### config.mk
export PLATFORM = sky130hd
export DESIGN_NAME = ifid_pipe_stage
export DESIGN_NICKNAME = d
export VERILOG_FILES = /design/src/rtl/mips_pipe_pkg.sv /design/src/rtl/pipe_skid_buf.sv /design/src/rtl/ifid_pipe_stage.sv
export SDC_FILE = /design/constraint.sdc
export NUM_CORES = 1
export LEC_CHECK = 0
export BUFFER_PORTS_ARGS = -buffer_cell sky130_fd_sc_hd__buf_2
export CAP_MARGIN = 30
export CORE_MARGIN = 3
export CORE_UTILIZATION = 50
export CTS_CLUSTER_SIZE = 25
export DETAILED_ROUTE_END_ITERATION = 8
export PLACE_DENSITY = 0.72
export SLEW_MARGIN = 5
export SYNTH_ARGS = -nofsm -noshare
export SYNTH_HDL_FRONTEND = slang
export SYNTH_SLANG_ARGS = --single-unit
export TNS_END_PERCENT = 5
### constraint.sdc
create_clock -name clk -period 10.6 [get_ports clk]
set_input_delay 1.06 -clock clk [delete_from_list [all_inputs] [get_ports clk]]
set_output_delay 1.06 -clock clk [all_outputs]
set_load 0.05 [all_outputs]
### src/rtl/mips_pipe_pkg.sv
// mips_pipe_pkg
//   Shared definitions for the MIPS pipeline register stages.
//   - NOP_INSTR_DEF : encoding of sll $0,$0,0, shown on decode when no entry is valid
//   - INSTR_W_DEF / ADDR_W_DEF : default instruction and PC field widths
//   - occ_e : occupancy of a 2-entry elastic stage (EMPTY, ONE, TWO)
package mips_pipe_pkg;

  localparam int unsigned INSTR_W_DEF = 32;
  localparam int unsigned ADDR_W_DEF  = 32;

  localparam logic [31:0] NOP_INSTR_DEF = 32'h0000_0000;

  typedef enum logic [1:0] {
    EMPTY = 2'd0,
    ONE   = 2'd1,
    TWO   = 2'd2
  } occ_e;

endpackage : mips_pipe_pkg

### src/rtl/pipe_skid_buf.sv
// pipe_skid_buf
//   Generic 2-entry elastic pipeline register with a registered upstream ready.
//   The main register always holds the oldest entry and drives the output; the
//   skid register absorbs the one extra word that can arrive while ready is
//   still high in the cycle the downstream side stalls.
//
// Ports
//   clk_i        clock, rising edge
//   rst_i        asynchronous active-high reset
//   in_valid_i   upstream word valid
//   in_ready_o   stage can accept (registered)
//   in_data_i    upstream word [W-1:0]
//   flush_i      synchronous squash of every held entry
//   out_valid_o  oldest entry valid
//   out_ready_i  downstream accepts this cycle
//   out_data_o   oldest entry [W-1:0] (raw register value, not masked)
//
// State table
//   EMPTY | no entry held, main/skid contents meaningless
//   ONE   | main holds the only entry
//   TWO   | main holds the oldest entry, skid the younger one; in_ready is low
module pipe_skid_buf
  import mips_pipe_pkg::*;
#(
  parameter int unsigned W = 64
) (
  input  logic         clk_i,
  input  logic         rst_i,
  input  logic         in_valid_i,
  output logic         in_ready_o,
  input  logic [W-1:0] in_data_i,
  input  logic         flush_i,
  output logic         out_valid_o,
  input  logic         out_ready_i,
  output logic [W-1:0] out_data_o
);

  occ_e         state_q, state_d;
  logic [W-1:0] main_q, main_d;
  logic [W-1:0] skid_q, skid_d;
  logic         in_ready_q, in_ready_d;

  logic in_fire;
  logic out_fire;

  assign out_valid_o = (state_q != EMPTY);
  assign out_data_o  = main_q;
  assign in_ready_o  = in_ready_q;

  assign in_fire  = in_valid_i & in_ready_q;
  assign out_fire = out_valid_o & out_ready_i;

  always_ff @(posedge clk_i or posedge rst_i) begin
    if (rst_i) begin
      state_q    <= EMPTY;
      main_q     <= '0;
      skid_q     <= '0;
      in_ready_q <= 1'b1;
    end else begin
      state_q    <= state_d;
      main_q     <= main_d;
      skid_q     <= skid_d;
      in_ready_q <= in_ready_d;
    end
  end

  always_comb begin
    state_d = state_q;
    main_d  = main_q;
    skid_d  = skid_q;

    unique case (state_q)
      EMPTY: begin
        if (in_fire) begin
          state_d = ONE;
          main_d  = in_data_i;
        end
      end
      ONE: begin
        if (in_fire && out_fire) begin
          main_d = in_data_i;
        end else if (out_fire) begin
          state_d = EMPTY;
        end else if (in_fire) begin
          state_d = TWO;
          skid_d  = in_data_i;
        end
      end
      TWO: begin
        // in_ready is low here, so no input can fire
        if (out_fire) begin
          state_d = ONE;
          main_d  = skid_q;
        end
      end
      default: begin
        state_d = EMPTY;
      end
    endcase

    // Flush overrides everything: a same-cycle input is dropped and the
    // registers are cleared so no squashed word lingers in the datapath.
    if (flush_i) begin
      state_d = EMPTY;
      main_d  = '0;
      skid_d  = '0;
    end

    // Registered ready: low exactly while the stage will be full.
    in_ready_d = (state_d != TWO);
  end

endmodule : pipe_skid_buf

### src/rtl/ifid_pipe_stage.sv
// ifid_pipe_stage
//   Elastic IF/ID pipeline register. Carries the fetched instruction and its
//   PC+4 to decode through a 2-entry skid buffer, supports squash on a taken
//   branch/jump, and shows a NOP with PC 0 whenever no entry is valid.
//
//   Optional build macro IFID_PERF_CNT_EN adds saturating stall and flush
//   counters as extra output ports.
//
// Ports
//   clk        clock, rising edge
//   rst        asynchronous active-high reset
//   in_valid   fetch presents an instruction
//   in_ready   stage can accept (registered)
//   in_instr   fetched instruction [INSTR_W-1:0]
//   in_pc      PC+4 of the fetched instruction [ADDR_W-1:0]
//   flush      squash every held entry
//   out_valid  decode-side entry valid
//   out_ready  decode accepts this cycle
//   out_instr  instruction to decode (NOP_INSTR when invalid)
//   out_pc     PC+4 to decode (0 when invalid)
//   stall_cnt  [IFID_PERF_CNT_EN] cycles with out_valid & !out_ready
//   flush_cnt  [IFID_PERF_CNT_EN] cycles with flush while not empty
module ifid_pipe_stage
  import mips_pipe_pkg::*;
#(
  parameter int unsigned         INSTR_W   = INSTR_W_DEF,
  parameter int unsigned         ADDR_W    = ADDR_W_DEF,
  parameter logic [INSTR_W-1:0]  NOP_INSTR = INSTR_W'(NOP_INSTR_DEF)
) (
  input  logic               clk,
  input  logic               rst,
  input  logic               in_valid,
  output logic               in_ready,
  input  logic [INSTR_W-1:0] in_instr,
  input  logic [ADDR_W-1:0]  in_pc,
  input  logic               flush,
  output logic               out_valid,
  input  logic               out_ready,
  output logic [INSTR_W-1:0] out_instr,
  output logic [ADDR_W-1:0]  out_pc
`ifdef IFID_PERF_CNT_EN
  ,
  output logic [31:0]        stall_cnt,
  output logic [31:0]        flush_cnt
`endif
);

  localparam int unsigned W = INSTR_W + ADDR_W;

  logic [W-1:0] buf_in_data;
  logic [W-1:0] buf_out_data;
  logic         buf_out_valid;

  assign buf_in_data = {in_pc, in_instr};

  pipe_skid_buf #(
    .W (W)
  ) u_skid (
    .clk_i       (clk),
    .rst_i       (rst),
    .in_valid_i  (in_valid),
    .in_ready_o  (in_ready),
    .in_data_i   (buf_in_data),
    .flush_i     (flush),
    .out_valid_o (buf_out_valid),
    .out_ready_i (out_ready),
    .out_data_o  (buf_out_data)
  );

  assign out_valid = buf_out_valid;

  // Mask so decode never sees stale register contents as a real instruction.
  assign out_instr = buf_out_valid ? buf_out_data[INSTR_W-1:0] : NOP_INSTR;
  assign out_pc    = buf_out_valid ? buf_out_data[W-1:INSTR_W] : '0;

`ifdef IFID_PERF_CNT_EN
  logic [31:0] stall_cnt_q, stall_cnt_d;
  logic [31:0] flush_cnt_q, flush_cnt_d;

  always_ff @(posedge clk or posedge rst) begin
    if (rst) begin
      stall_cnt_q <= '0;
      flush_cnt_q <= '0;
    end else begin
      stall_cnt_q <= stall_cnt_d;
      flush_cnt_q <= flush_cnt_d;
    end
  end

  // out_valid doubles as "not EMPTY", so a flush of an empty stage is not a squash.
  always_comb begin
    stall_cnt_d = stall_cnt_q;
    flush_cnt_d = flush_cnt_q;
    if (buf_out_valid && !out_ready && (stall_cnt_q != 32'hFFFF_FFFF)) begin
      stall_cnt_d = stall_cnt_q + 32'd1;
    end
    if (flush && buf_out_valid && (flush_cnt_q != 32'hFFFF_FFFF)) begin
      flush_cnt_d = flush_cnt_q + 32'd1;
    end
  end

  assign stall_cnt = stall_cnt_q;
  assign flush_cnt = flush_cnt_q;
`else
  // Performance counters not built.
`endif

endmodule : ifid_pipe_stage

# After elaboration in Yosys (flattened, before gate mapping)
# Index checks and enable logic that the tools add are counted.
[word_totals] reg_bits=131 in_bits=69 out_inout_bits=66 elab_cells=40
[op_classes] n_eq_ne=8 n_mux=18 bitwise_logic=2 n_reduce_logical=8
[op_table] cell="$mux W64" n=8
[op_table] cell="$pmux W64 S3" n=1
[op_table] cell="$mux W32" n=2
[op_table] cell="$mux W2" n=6
[op_table] cell="$ne A3 B2 Y1 const B" n=3
[op_table] cell="$reduce_and A4 Y1" n=2
[op_table] cell="$ne A2 B2 Y1 const B" n=3
[op_table] cell="$pmux W2 S3" n=1
[op_table] cell="$reduce_bool A2 Y1" n=3
[op_table] cell="$reduce_bool A4 Y1" n=1
[op_table] cell="$and A1 B1 Y1" n=2
[op_table] cell="$eq A2 B1 Y1 const B" n=1
[op_table] cell="$eq A2 B2 Y1 const B" n=1
[op_table] cell="$logic_not A2 Y1" n=1
[op_table] cell="$logic_and A1 B1 Y1" n=1

# Logic depth before layout (Yosys ltp)
# Gate-level depths: netlist of the first run.
[logic_depth] ltp_word=7 mapped_depth=6

# By module
# From an unflattened synthesis of the first run, not the netlist that was laid out.
[unflattened] cells_unflattened=537 area_unflattened_um2=6568.8
[modules_own_cells] module="pipe_skid_buf" instances=1 cells_each=467 area_per_inst_um2=6058.3 seq_area_each_um2=3279.4
[modules_own_cells] module="ifid_pipe_stage" instances=1 cells_each=70 area_per_inst_um2=510.5 seq_area_each_um2=0.0

# Worst setup path after synthesis of the first run
# No wires, ideal clock.
[synth_path] path_kind="register -> output" start="register u_skid.state_q[1]" end="output out_pc[22]" arrival_time_ns=1.714 required_ns=9.540 slack_ns=7.826 path_stages_with_launch=4 n_path_buf=1 cell_sequence="dfrtp_1 > or2_1 > clkbuf_1 > and2_1"
[synth_between] elab_chain_len=2
[synth_lines] element="from (decl)" line_no="pipe_skid_buf.sv:38" source="occ_e state_q, state_d;"
[synth_lines] element="from (signal assigned)" line_no="pipe_skid_buf.sv:60" source="state_q <= state_d;"
[synth_lines] element="$reduce_bool A2 Y1" line_no="pipe_skid_buf.sv:46" source="assign out_valid_o = (state_q != EMPTY);"
[synth_lines] element="named net out_valid" line_no="ifid_pipe_stage.sv:37" source="output logic out_valid,"
[synth_lines] element="$mux W32" line_no="ifid_pipe_stage.sv:74" source="assign out_pc = buf_out_valid ? buf_out_data[W-1:INSTR_W] : '0;"
[synth_lines] element="to (decl)" line_no="ifid_pipe_stage.sv:40" source="output logic [ADDR_W-1:0] out_pc"
# The timed path passes the listed nets, and every way through them passes these cells.

# Worst setup path in the final report of the first run
[layout_path] start="register u_skid.state_q[1]" end="register u_skid.main_q[11] (netlist: u_skid.out_data_o[11])"
[layout_between] elab_chain_len=5 elab_cells_between_ends=13 cone_classes="eq/ne (5); mux (2); bitwise (1); reduce/logical (5)"
[layout_lines] element="$reduce_bool A2 Y1" line_no="pipe_skid_buf.sv:46"
[layout_lines] element="$and A1 B1 Y1" line_no="pipe_skid_buf.sv:51" source="assign out_fire = out_valid_o & out_ready_i;"
[layout_lines] element="$logic_and A1 B1 Y1" line_no="pipe_skid_buf.sv:80" source="if (in_fire && out_fire) begin"
[layout_lines] element="$ne A3 B2 Y1 (no source line)"
[layout_lines] element="$reduce_and A4 Y1 (no source line)"
[layout_lines] element="to (signal assigned)" line_no="pipe_skid_buf.sv:61" source="main_q <= main_d;"
[layout_lines] element="to (decl)" line_no="pipe_skid_buf.sv:39" source="logic [W-1:0] main_q, main_d;"
# Parallel ways exist; a longest one is shown, timed or not.
# A chain may end at the register's enable or synchronous reset.

==> results.sh, run 1 <==
export IMPL_global_route_overflow_total=0
export IMPL_core_area_um2=12200
export IMPL_hold_path_class="reg2reg"
export IMPL_syn_avg_cell_area_um2=12.3
export IMPL_post_cts_resize_count=0
export IMPL_powerDensity_nw_per_um2=175
export IMPL_synth_top_area_cell="sky130_fd_sc_hd__dfrtp_1"
export IMPL_routed_wirelength_um=14600
export IMPL_synth_edf_count=0
export IMPL_most_used_cells_in_the_layout_excluding_fill_and_tap_cells="133 x sky130_fd_sc_hd__buf_2, 130 x sky130_fd_sc_hd__dfrtp_1, 65 x sky130_fd_sc_hd__nor2_1"
export IMPL_synthToLayoutAreaGrowth_pct=19.9
export IMPL_ios=135
export IMPL_fin_skew_ns=0.00764
export IMPL_detailroute_via_count=4519
export IMPL_cts_tree="yes"
export IMPL_synth_top_cell_area_share=0.511
export IMPL_detail_route_first_pass_iterations=5
export IMPL_finalCriticalPeriod_ns=3.34
export IMPL_antenna_violating_nets_post_route=0
export IMPL_maxCapViolCount=0
export IMPL_hold_ws_ns=0.503
export IMPL_groute_usage_overall=0.207
export IMPL_gpl_final_weighted_congestion=0.742
export IMPL_setup_repair_bufs_after_cts=0
export IMPL_buffer_ports_inserted=134
export IMPL_via_per_inst=5.57
export IMPL_grt_pass1_vias=4648
export IMPL_cts_hold_fix_buffers=0
export IMPL_worst_setup_path_start_kind="register"
export IMPL_run_status="finished, final reports clean"
export IMPL_drive_gt1_frac=0.365
export IMPL_cts_sink_count=131
export IMPL_synth_distinct_cells=28
export IMPL_net_switching_power_uw=364
export IMPL_swShare=0.272
export IMPL_num_antenna_cells=0
export IMPL_leakage_uw=0.00357
export IMPL_unrepaired_setup_endpoints_after_global_routing="false"
export IMPL_tns_ns=0
export IMPL_crit_type="reg2reg"
export IMPL_synth_area_top_cells="sky130_fd_sc_hd__dfrtp_1 51%, sky130_fd_sc_hd__a211oi_2 11%, sky130_fd_sc_hd__mux2i_1 10%, sky130_fd_sc_hd__a22o_1 8.8%, sky130_fd_sc_hd__and2_1 6.3%"
export IMPL_postSynthRegisterBits=131
export IMPL_grt_start_max_net_pins=77
export IMPL_power_report_internal_total_uw=975
export IMPL_vdd_drop_max_v=0.000116
export IMPL_worstPathMaxFanout=76
export IMPL_ys_async_sr_fraction=1.00
export IMPL_h_tree_depth=4
export IMPL_sequential_element_share_of_the_synthesized_area=0.516
export IMPL_cp_required_ns=10.90
export IMPL_syn_nets=586
export IMPL_drc=0
export IMPL_crit_path_end_kind="register"
export IMPL_cp_arrival_ns=3.65
export IMPL_relSlewSlack=0.388
export IMPL_nets=702
export IMPL_power_share_sequential=0.410
export IMPL_routedWlPerCell_um=18.0
export IMPL_finalSetupViolations=0
export IMPL_dominantRegCellSynth="sky130_fd_sc_hd__dfrtp_1"
export IMPL_post_route_period_util=0.315
export IMPL_grt_pass1_wl_um=23500
export IMPL_rr_worst_depth=7
export IMPL_insertion_delay_ns=0.41
export IMPL_cts_root_buffer_cell="sky130_fd_sc_hd__clkbuf_16"
export IMPL_die_area_um2=14100
export IMPL_yosys_warnings=0
export IMPL_share_clk_of_total_power=0.426
export IMPL_dr_first_iter_drc_count=316
export IMPL_hold_viol=0
export IMPL_post_synthesis_cells=517
export IMPL_timing_rr_start="u_skid.state_q[1]"
export IMPL_hpwl_um=8990
export IMPL_number_of_antenna_violations_at_the_first_check_in_global_routing=0
export IMPL_maxClockFrequency_ghz=0.299
export IMPL_min_from="u_skid.skid_q[40]"
export IMPL_max_slew_worst_pin_slew_ns=0.918
export IMPL_most_common_cell_after_layout_fill_and_taps_aside="sky130_fd_sc_hd__buf_2"
export IMPL_timing_max_transition_violations_final=0
export IMPL_initial_core_util=0.521
export IMPL_power_share_combinational=0.164
export IMPL_clkTransAtPathRegs_ns=0.05
export IMPL_cts_inserted_buffers=17
export IMPL_floorplan_rows=40
export IMPL_syn_area_um2=6360
export IMPL_clock_path_buffers=2
export IMPL_timing_critical_path_from="u_skid.state_q[1]"
export IMPL_die_wd_um=119
export IMPL_worst_hold_path_num_cells=1
export IMPL_die_y_um=119
[per-stage QoR]
step	cell area (µm²)	cells	total power, µW	utilization	setup WS [ns]
after floorplan	6360	517	726	-	6.04
after global placement	6970	778	768	0.570	7.26
after CTS	7570	809	1350	0.620	7.25
after detailed placement	7000	780	777	0.573	7.13
final	7630	811	1340	0.625	7.26
after global routing	7630	811	1390	0.625	7.00
[final timing paths]
check,endpoint,slack [ns]
setup / recovery,u_skid.out_data_o[11],7.26
hold / removal,u_skid.skid_q[40],0.50
setup reg to reg,u_skid.out_data_o[11],7.26
hold reg to reg,u_skid.skid_q[40],0.50
max in group asynchronous,u_skid.out_data_o[6],8.83
min in group asynchronous,u_skid.skid_q[34],0.80
[critical path, stage by stage (launching register included)]
cell and delay, ns:
sky130_fd_sc_hd__dfrtp_1 0.47, sky130_fd_sc_hd__or2_2 0.54, sky130_fd_sc_hd__buf_12 0.26, sky130_fd_sc_hd__o211ai_4 0.15, sky130_fd_sc_hd__buf_4 0.53, sky130_fd_sc_hd__buf_4 0.82, sky130_fd_sc_hd__nor2_1 0.11, sky130_fd_sc_hd__a211oi_1 0.28
[power groups by stage]
stage               logic [µW]  registers [µW]  clock network, µW
global route               238             552                602
floorplan                  174             552                  0
CTS                        221             549                581
global placement           213             556                  0
finish                     220             549                570
detailed placement         220             557                  0
[cells in the mapped netlist, types with 2 or more instances]
library cell,n
sky130_fd_sc_hd__buf_2,10
sky130_fd_sc_hd__buf_4,6
sky130_fd_sc_hd__dfrtp_1,130
sky130_fd_sc_hd__mux2i_1,64
sky130_fd_sc_hd__a22o_1,64
sky130_fd_sc_hd__nor2_1,65
sky130_fd_sc_hd__clkbuf_1,14
sky130_fd_sc_hd__buf_6,18
sky130_fd_sc_hd__a211oi_1,8
sky130_fd_sc_hd__nor3_1,2
sky130_fd_sc_hd__a211oi_2,56
sky130_fd_sc_hd__and2_1,64
[state kept, by name (all words and copies together), names as in the netlist]
name / count
u_skid.out_data_o: 64
u_skid.state_q: 2
u_skid.in_ready_o: 1
u_skid.skid_q: 64
[routing by layer]
| metal | global-route usage | vias to the layer above | routed length [µm] |
|---|---|---|---|
| li1 | - | 2096 | - |
| met1 | 0.278 | 2273 | 6550 |
| met2 | 0.326 | 136 | 7020 |
| met3 | 0.0593 | 14 | 843 |
| met4 | 0.0659 | 0 | 163 |
| met5 | 0 | - | 0 |
[cell type report]
type	count	area, µm²
fillers	983	4580
flip-flops and latches	131	3280
multi-input cells	337	2740
repair buffers	145	812
clock buffers	24	502
well taps	168	210
clock inverters	5	75.1
inverters	1	6.26
[kinds of logic after synthesis]
family | synth area share
DFF | 0.516
xor gates and xnor gates | 0.00138
and+or+nand+nor | 0.115
buffers and inverters | 0.0557
muxes | 0.101
AOI/OAI and AO/OA | 0.211
Power figures use the tool's default switching activity.
==> run 2: changes to the inputs <==
- PLACE_DENSITY: 0.72 -> 0.75
- clock period: 10.6 -> 3.05 ns (I/O delays scaled with it)
==> run 2 against run 1 <==
Cell count is 0.62% higher; sequential power grew to 3.5 times the previous value; non-clock buffer count is 2 higher; via count is 1.8% higher; power grew to 3.7 times the previous value; flip-flop and latch count stayed put; global-route usage is 1.5 points higher; register-to-register slack worse by 6.4 ns; sequential share of layout area is 0.47 points lower; die area stayed put; routed wire length is 3.1% higher; critical path depth is 3 lower; largest power group unchanged.
==> results.sh, run 2 (synthesized netlist as in run 1, its figures left out) <==
export IMPL_layout_cell_area_non_filler_um2=7710
export IMPL_drc=0
export IMPL_die_y_um=119
export IMPL_crit_type="reg2out"
export IMPL_die_area_um2=14100
export IMPL_insertion_delay_ns=0.42
export IMPL_post_route_period_util=0.852
export IMPL_antenna_violating_nets_post_route=0
export IMPL_floorplan_rows=40
export IMPL_routed_wirelength_um=15000
export IMPL_number_of_antenna_violations_at_the_first_check_in_global_routing=1
export IMPL_worstPathMaxFanout=41
export IMPL_most_used_cells_in_the_layout_excluding_fill_and_tap_cells="133 x sky130_fd_sc_hd__buf_2, 130 x sky130_fd_sc_hd__dfrtp_1, 65 x sky130_fd_sc_hd__nor2_1"
export IMPL_finalCriticalPeriod_ns=2.60
export IMPL_unrepaired_setup_endpoints_after_global_routing="false"
export IMPL_cts_sink_count=131
export IMPL_cp_arrival_ns=2.29
export IMPL_grt_pass1_vias=4791
export IMPL_cts_inserted_buffers=17
export IMPL_die_wd_um=119
export IMPL_worst_setup_path_start_kind="register"
export IMPL_clkTransAtPathRegs_ns=0.05
export IMPL_timing_max_transition_violations_final=0
export IMPL_cts_root_buffer_cell="sky130_fd_sc_hd__clkbuf_16"
export IMPL_critical_path_n_buffers_inverters=2
export IMPL_maxCapViolCount=0
export IMPL_dr_first_iter_drc_count=351
export IMPL_vdd_drop_max_v=0.000359
export IMPL_grt_start_max_net_pins=95
export IMPL_initial_core_util=0.521
export IMPL_synthToLayoutAreaGrowth_pct=21.3
export IMPL_critPathTopFamily="simple AND/OR/NAND/NOR gates"
export IMPL_clock_path_buffers=2
export IMPL_chain_of_cells_forming_the_critical_path="or2_2 -> buf_4 -> and2_1 -> buf_2"
export IMPL_hpwl_um=9580
export IMPL_ios=135
export IMPL_sequential_cell_area_um2=3280
export IMPL_cts_tree="yes"
export IMPL_most_common_cell_after_layout_fill_and_taps_aside="sky130_fd_sc_hd__buf_2"
export IMPL_relSlewSlack=0.397
export IMPL_crit_path_end_kind="output port"
export IMPL_final_core_util=0.632
export IMPL_hold_viol=0
export IMPL_timing_critical_path_from="u_skid.state_q[1]"
export IMPL_finalSetupViolations=0
export IMPL_run_status="finished, final reports clean"
export IMPL_cts_hold_fix_buffers=0
export IMPL_maxClockFrequency_ghz=0.385
export IMPL_placement_cell_area_um2=7060
export IMPL_nets=704
export IMPL_buffer_ports_inserted=134
export IMPL_tns_ns=0
export IMPL_fillCellCount=984
export IMPL_combined_area_of_the_multi_input_logic_cells_um2=2740
export IMPL_global_route_overflow_total=0
export IMPL_detail_route_first_pass_iterations=5
export IMPL_post_cts_resize_count=0
export IMPL_gpl_final_weighted_congestion=0.744
export IMPL_grt_pass1_wl_um=24800
export IMPL_max_slew_worst_pin_slew_ns=0.902
export IMPL_h_tree_depth=4
export IMPL_detailroute_via_count=4601
export IMPL_worst_path_largest_cell_delay_ns=0.49
export IMPL_cp_required_ns=2.74
export IMPL_timing_rr_start="u_skid.state_q[1]"
export IMPL_powerDensity_nw_per_um2=639
export IMPL_drive_gt1_frac=0.370
export IMPL_num_antenna_cells=0
export IMPL_groute_usage_overall=0.222
export IMPL_leakage_uw=0.00360
export IMPL_hold_path_class="in2async"
export IMPL_routedWlPerCell_um=18.4
export IMPL_setup_repair_bufs_after_cts=0
export IMPL_fin_skew_ns=0.00478
export IMPL_core_area_um2=12200
export IMPL_via_per_inst=5.64
export IMPL_critPathSlowestCell="sky130_fd_sc_hd__dfrtp_1"
==> run 2: changes by cell type in the layout (fill, tap and decap cells not counted) <==
cell	before	now
sky130_fd_sc_hd__bufinv_16	2	5
sky130_fd_sc_hd__buf_12	1	4
sky130_fd_sc_hd__buf_16	2	0
sky130_fd_sc_hd__clkinv_2	3	4
sky130_fd_sc_hd__buf_4	8	10
sky130_fd_sc_hd__inv_4	1	0
sky130_fd_sc_hd__buf_6	1	0
sky130_fd_sc_hd__clkinvlp_4	0	2
sky130_fd_sc_hd__clkbuf_8	5	3
==> run 2: layout make-up <==
type | instances | area share
inverters | 1 | 0.000973
repair buffers | 147 | 0.106
multi-input cells | 337 | 0.356
well taps | 168 | 0.0273
clock buffers | 22 | 0.0615
clock inverters | 10 | 0.0230
flip-flops and latches | 131 | 0.425
==> run 2: worst paths after layout <==
path	to	depth (start not counted)	slack, ns
hold reg to reg	u_skid.skid_q[61]	1	0.51
setup / recovery	out_instr[26]	4	0.45
setup reg to reg	u_skid.out_data_o[12]	5	0.86
hold / removal	u_skid.out_data_o[1]	2	0.05
max in group asynchronous	u_skid.in_ready_o	3	2.07
min in group clk	u_skid.state_q[1]	2	0.12
==> run 2: routing by layer <==
layer	part of all wire	GRT usage
met3	0.058	0.0713
met2	0.50	0.373
met4	0.015	0.0753
met1	0.42	0.270
met5	0.00047	0
==> run 2: per-stage QoR <==
step / hold WS, ns / cells / total power, µW / worst slack, ns
3_5_place_dp: 0.491 / 784 / 2710 / 0.894
4_1_cts: 0.0540 / 816 / 4970 / 0.448
5_1_grt: 0.0887 / 816 / 5120 / 0.322
6_report: 0.0456 / 816 / 4930 / 0.450
3_3_place_gp: 0.484 / 783 / 2680 / 0.950
2_1_floorplan: 0.376 / 517 / 2520 / 1.03
==> run 2: power by group <==
group / leakage, µW / switching [µW] / internal (µW)
combinational: 0.00153 / 526 / 244
sequential: 0.00176 / 61.4 / 1850
clock: 0.000320 / 735 / 1510
total: 0.00360 / 1320 / 3600
==> run 3: changes to the inputs <==
- PLACE_DENSITY: 0.75 -> 0.72
- clock period: 3.05 -> 2.95 ns (I/O delays scaled with it)
==> run 3 against run 2 <==
Hold slack improved by 0.0025 ns; critical endpoint is now out_instr[21]; largest power group is now sequential cells; power fell by 5.4%; routed wire length fell by 0.33%; clock skew rose by 0.0042 ns; non-clock buffer count rose by 2; cell count rose by 0.12%; sequential power rose by 4%; utilization fell by 0.84 points.
==> results.sh, run 3 (synthesized netlist as in run 1, its figures left out) <==
export IMPL_dr_first_iter_drc_count=348
export IMPL_initial_core_util=0.521
export IMPL_hpwl_um=9770
export IMPL_ios=135
export IMPL_buffer_ports_inserted=134
export IMPL_die_wd_um=119
export IMPL_nets=706
export IMPL_cts_root_buffer_cell="sky130_fd_sc_hd__clkbuf_16"
export IMPL_routed_wirelength_um=15000
export IMPL_drive_gt1_frac=0.368
export IMPL_max_slew_worst_pin_slew_ns=0.868
export IMPL_clkTransAtPathRegs_ns=0.05
export IMPL_h_tree_depth=4
export IMPL_tns_ns=0
export IMPL_synthToLayoutAreaGrowth_pct=19.6
export IMPL_cts_inserted_buffers=17
export IMPL_antenna_violating_nets_post_route=0
export IMPL_core_area_um2=12200
export IMPL_number_of_antenna_violations_at_the_first_check_in_global_routing=0
export IMPL_placedCellCount=786
export IMPL_cts_sink_count=131
export IMPL_cts_hold_fix_buffers=0
export IMPL_grt_pass1_wl_um=24800
export IMPL_placement_cell_area_um2=7080
export IMPL_unrepaired_setup_endpoints_after_global_routing="false"
export IMPL_power_uw=4660
export IMPL_post_route_period_util=0.887
export IMPL_layout_cells_non_filler=817
export IMPL_vdd_drop_max_v=0.000368
export IMPL_cp_required_ns=2.65
export IMPL_fin_skew_ns=0.00897
export IMPL_floorplan_rows=40
export IMPL_maxCapViolCount=0
export IMPL_hold_path_class="in2async"
export IMPL_via_per_inst=5.56
export IMPL_most_used_cells_in_the_layout_excluding_fill_and_tap_cells="133 x sky130_fd_sc_hd__buf_2, 130 x sky130_fd_sc_hd__dfrtp_1, 65 x sky130_fd_sc_hd__nor2_1"
export IMPL_timing_max_transition_violations_final=0
export IMPL_post_cts_resize_count=0
export IMPL_crit_path_end_kind="output port"
export IMPL_setup_reg_to_reg_worst_slack_ns=0.62
export IMPL_clock_path_buffers=2
export IMPL_worstPathMaxFanout=36
export IMPL_run_status="finished, final reports clean"
export IMPL_powerDensity_nw_per_um2=613
export IMPL_groute_usage_overall=0.222
export IMPL_grt_start_max_net_pins=83
export IMPL_setup_repair_bufs_after_cts=0
export IMPL_die_area_um2=14100
export IMPL_finalCriticalPeriod_ns=2.62
export IMPL_grt_pass1_vias=4866
export IMPL_num_antenna_cells=0
export IMPL_gpl_final_weighted_congestion=0.784
export IMPL_timing_rr_start="u_skid.state_q[1]"
export IMPL_insertion_delay_ns=0.42
export IMPL_fillCellCount=1037
export IMPL_rr_worst_depth=5
export IMPL_hold_viol=0
export IMPL_finalSetupViolations=0
export IMPL_leakage_uw=0.00356
export IMPL_detail_route_first_pass_iterations=4
export IMPL_cp_arrival_ns=2.32
export IMPL_detailroute_via_count=4545
export IMPL_die_y_um=119
export IMPL_global_route_overflow_total=0
export IMPL_layout_cell_area_non_filler_um2=7610
export IMPL_most_common_cell_after_layout_fill_and_taps_aside="sky130_fd_sc_hd__buf_2"
export IMPL_relSlewSlack=0.420
export IMPL_r2r_end="u_skid.out_data_o[21]"
export IMPL_hold_ws_ns=0.0481
export IMPL_worst_setup_path_start_kind="register"
export IMPL_maxClockFrequency_ghz=0.382
export IMPL_cts_tree="yes"
export IMPL_crit_type="reg2out"
export IMPL_routedWlPerCell_um=18.3
export IMPL_drc=0
-- run 3: changes by cell type in the layout (fill, tap and decap cells not counted) --
| cell | previous run | this run |
|---|---|---|
| sky130_fd_sc_hd__clkinvlp_4 | 2 | 1 |
| sky130_fd_sc_hd__buf_4 | 10 | 12 |
| sky130_fd_sc_hd__clkbuf_1 | 2 | 4 |
| sky130_fd_sc_hd__bufinv_16 | 5 | 0 |
| sky130_fd_sc_hd__clkbuf_8 | 3 | 5 |
| sky130_fd_sc_hd__clkinv_2 | 4 | 5 |
-- run 3: metal layers --
metal / routed length, µm / track usage / vias to the layer above
li1: - / - / 2099
met5: 0 / 0 / -
met1: 6260 / 0.279 / 2300
met3: 858 / 0.0713 / 16
met2: 7660 / 0.362 / 130
met4: 195 / 0.0789 / 0
-- run 3: worst max-delay path, stage by stage, from the launching register on --
cell and delay, ns:
sky130_fd_sc_hd__dfrtp_1 0.49, sky130_fd_sc_hd__or2_2 0.56, sky130_fd_sc_hd__buf_4 0.38, sky130_fd_sc_hd__and2_1 0.18, sky130_fd_sc_hd__buf_2 0.27
-- run 3: where the power goes --
part / internal [µW] / leakage (µW) / total (µW) / switching, µW
Combinational: 253 / 0.00154 / 792 / 540
Clock: 1170 / 0.000270 / 1890 / 723
Sequential: 1910 / 0.00176 / 1980 / 62.2
Total: 3340 / 0.00356 / 4660 / 1320
-- run 3: cell type report --
| type | count | area, µm² | area share |
|---|---|---|---|
| Tap cell | 168 | 210 | 0.0276 |
| Timing Repair Buffer | 149 | 836 | 0.110 |
| Multi-Input combinational cell | 337 | 2740 | 0.361 |
| Clock buffer | 26 | 509 | 0.0669 |
| Sequential cell | 131 | 3280 | 0.431 |
| Clock inverter | 5 | 25.0 | 0.00329 |
| Inverter | 1 | 7.51 | 0.000986 |
-- run 3: stage by stage --
step,worst slack (ns),util
6_report,0.333,0.623
4_1_cts,0.293,0.623
5_1_grt,0.167,0.623
3_3_place_gp,0.783,0.580
3_5_place_dp,0.657,0.580
2_1_floorplan,0.941,-
-- run 3: worst max path at each step --
stage	startpoint	endpoint	slack [ns]	cells past startpoint
2_1_floorplan	u_skid.state_q[1]	out_pc[22]	0.94	3
3_3_place_gp	u_skid.state_q[1]	u_skid.out_data_o[15]	0.78	5
3_5_place_dp	u_skid.state_q[1]	u_skid.out_data_o[21]	0.66	5
4_1_cts	u_skid.state_q[1]	out_pc[22]	0.29	4
5_1_grt	u_skid.state_q[1]	out_pc[22]	0.17	4
6_report	u_skid.state_q[1]	out_instr[21]	0.33	4
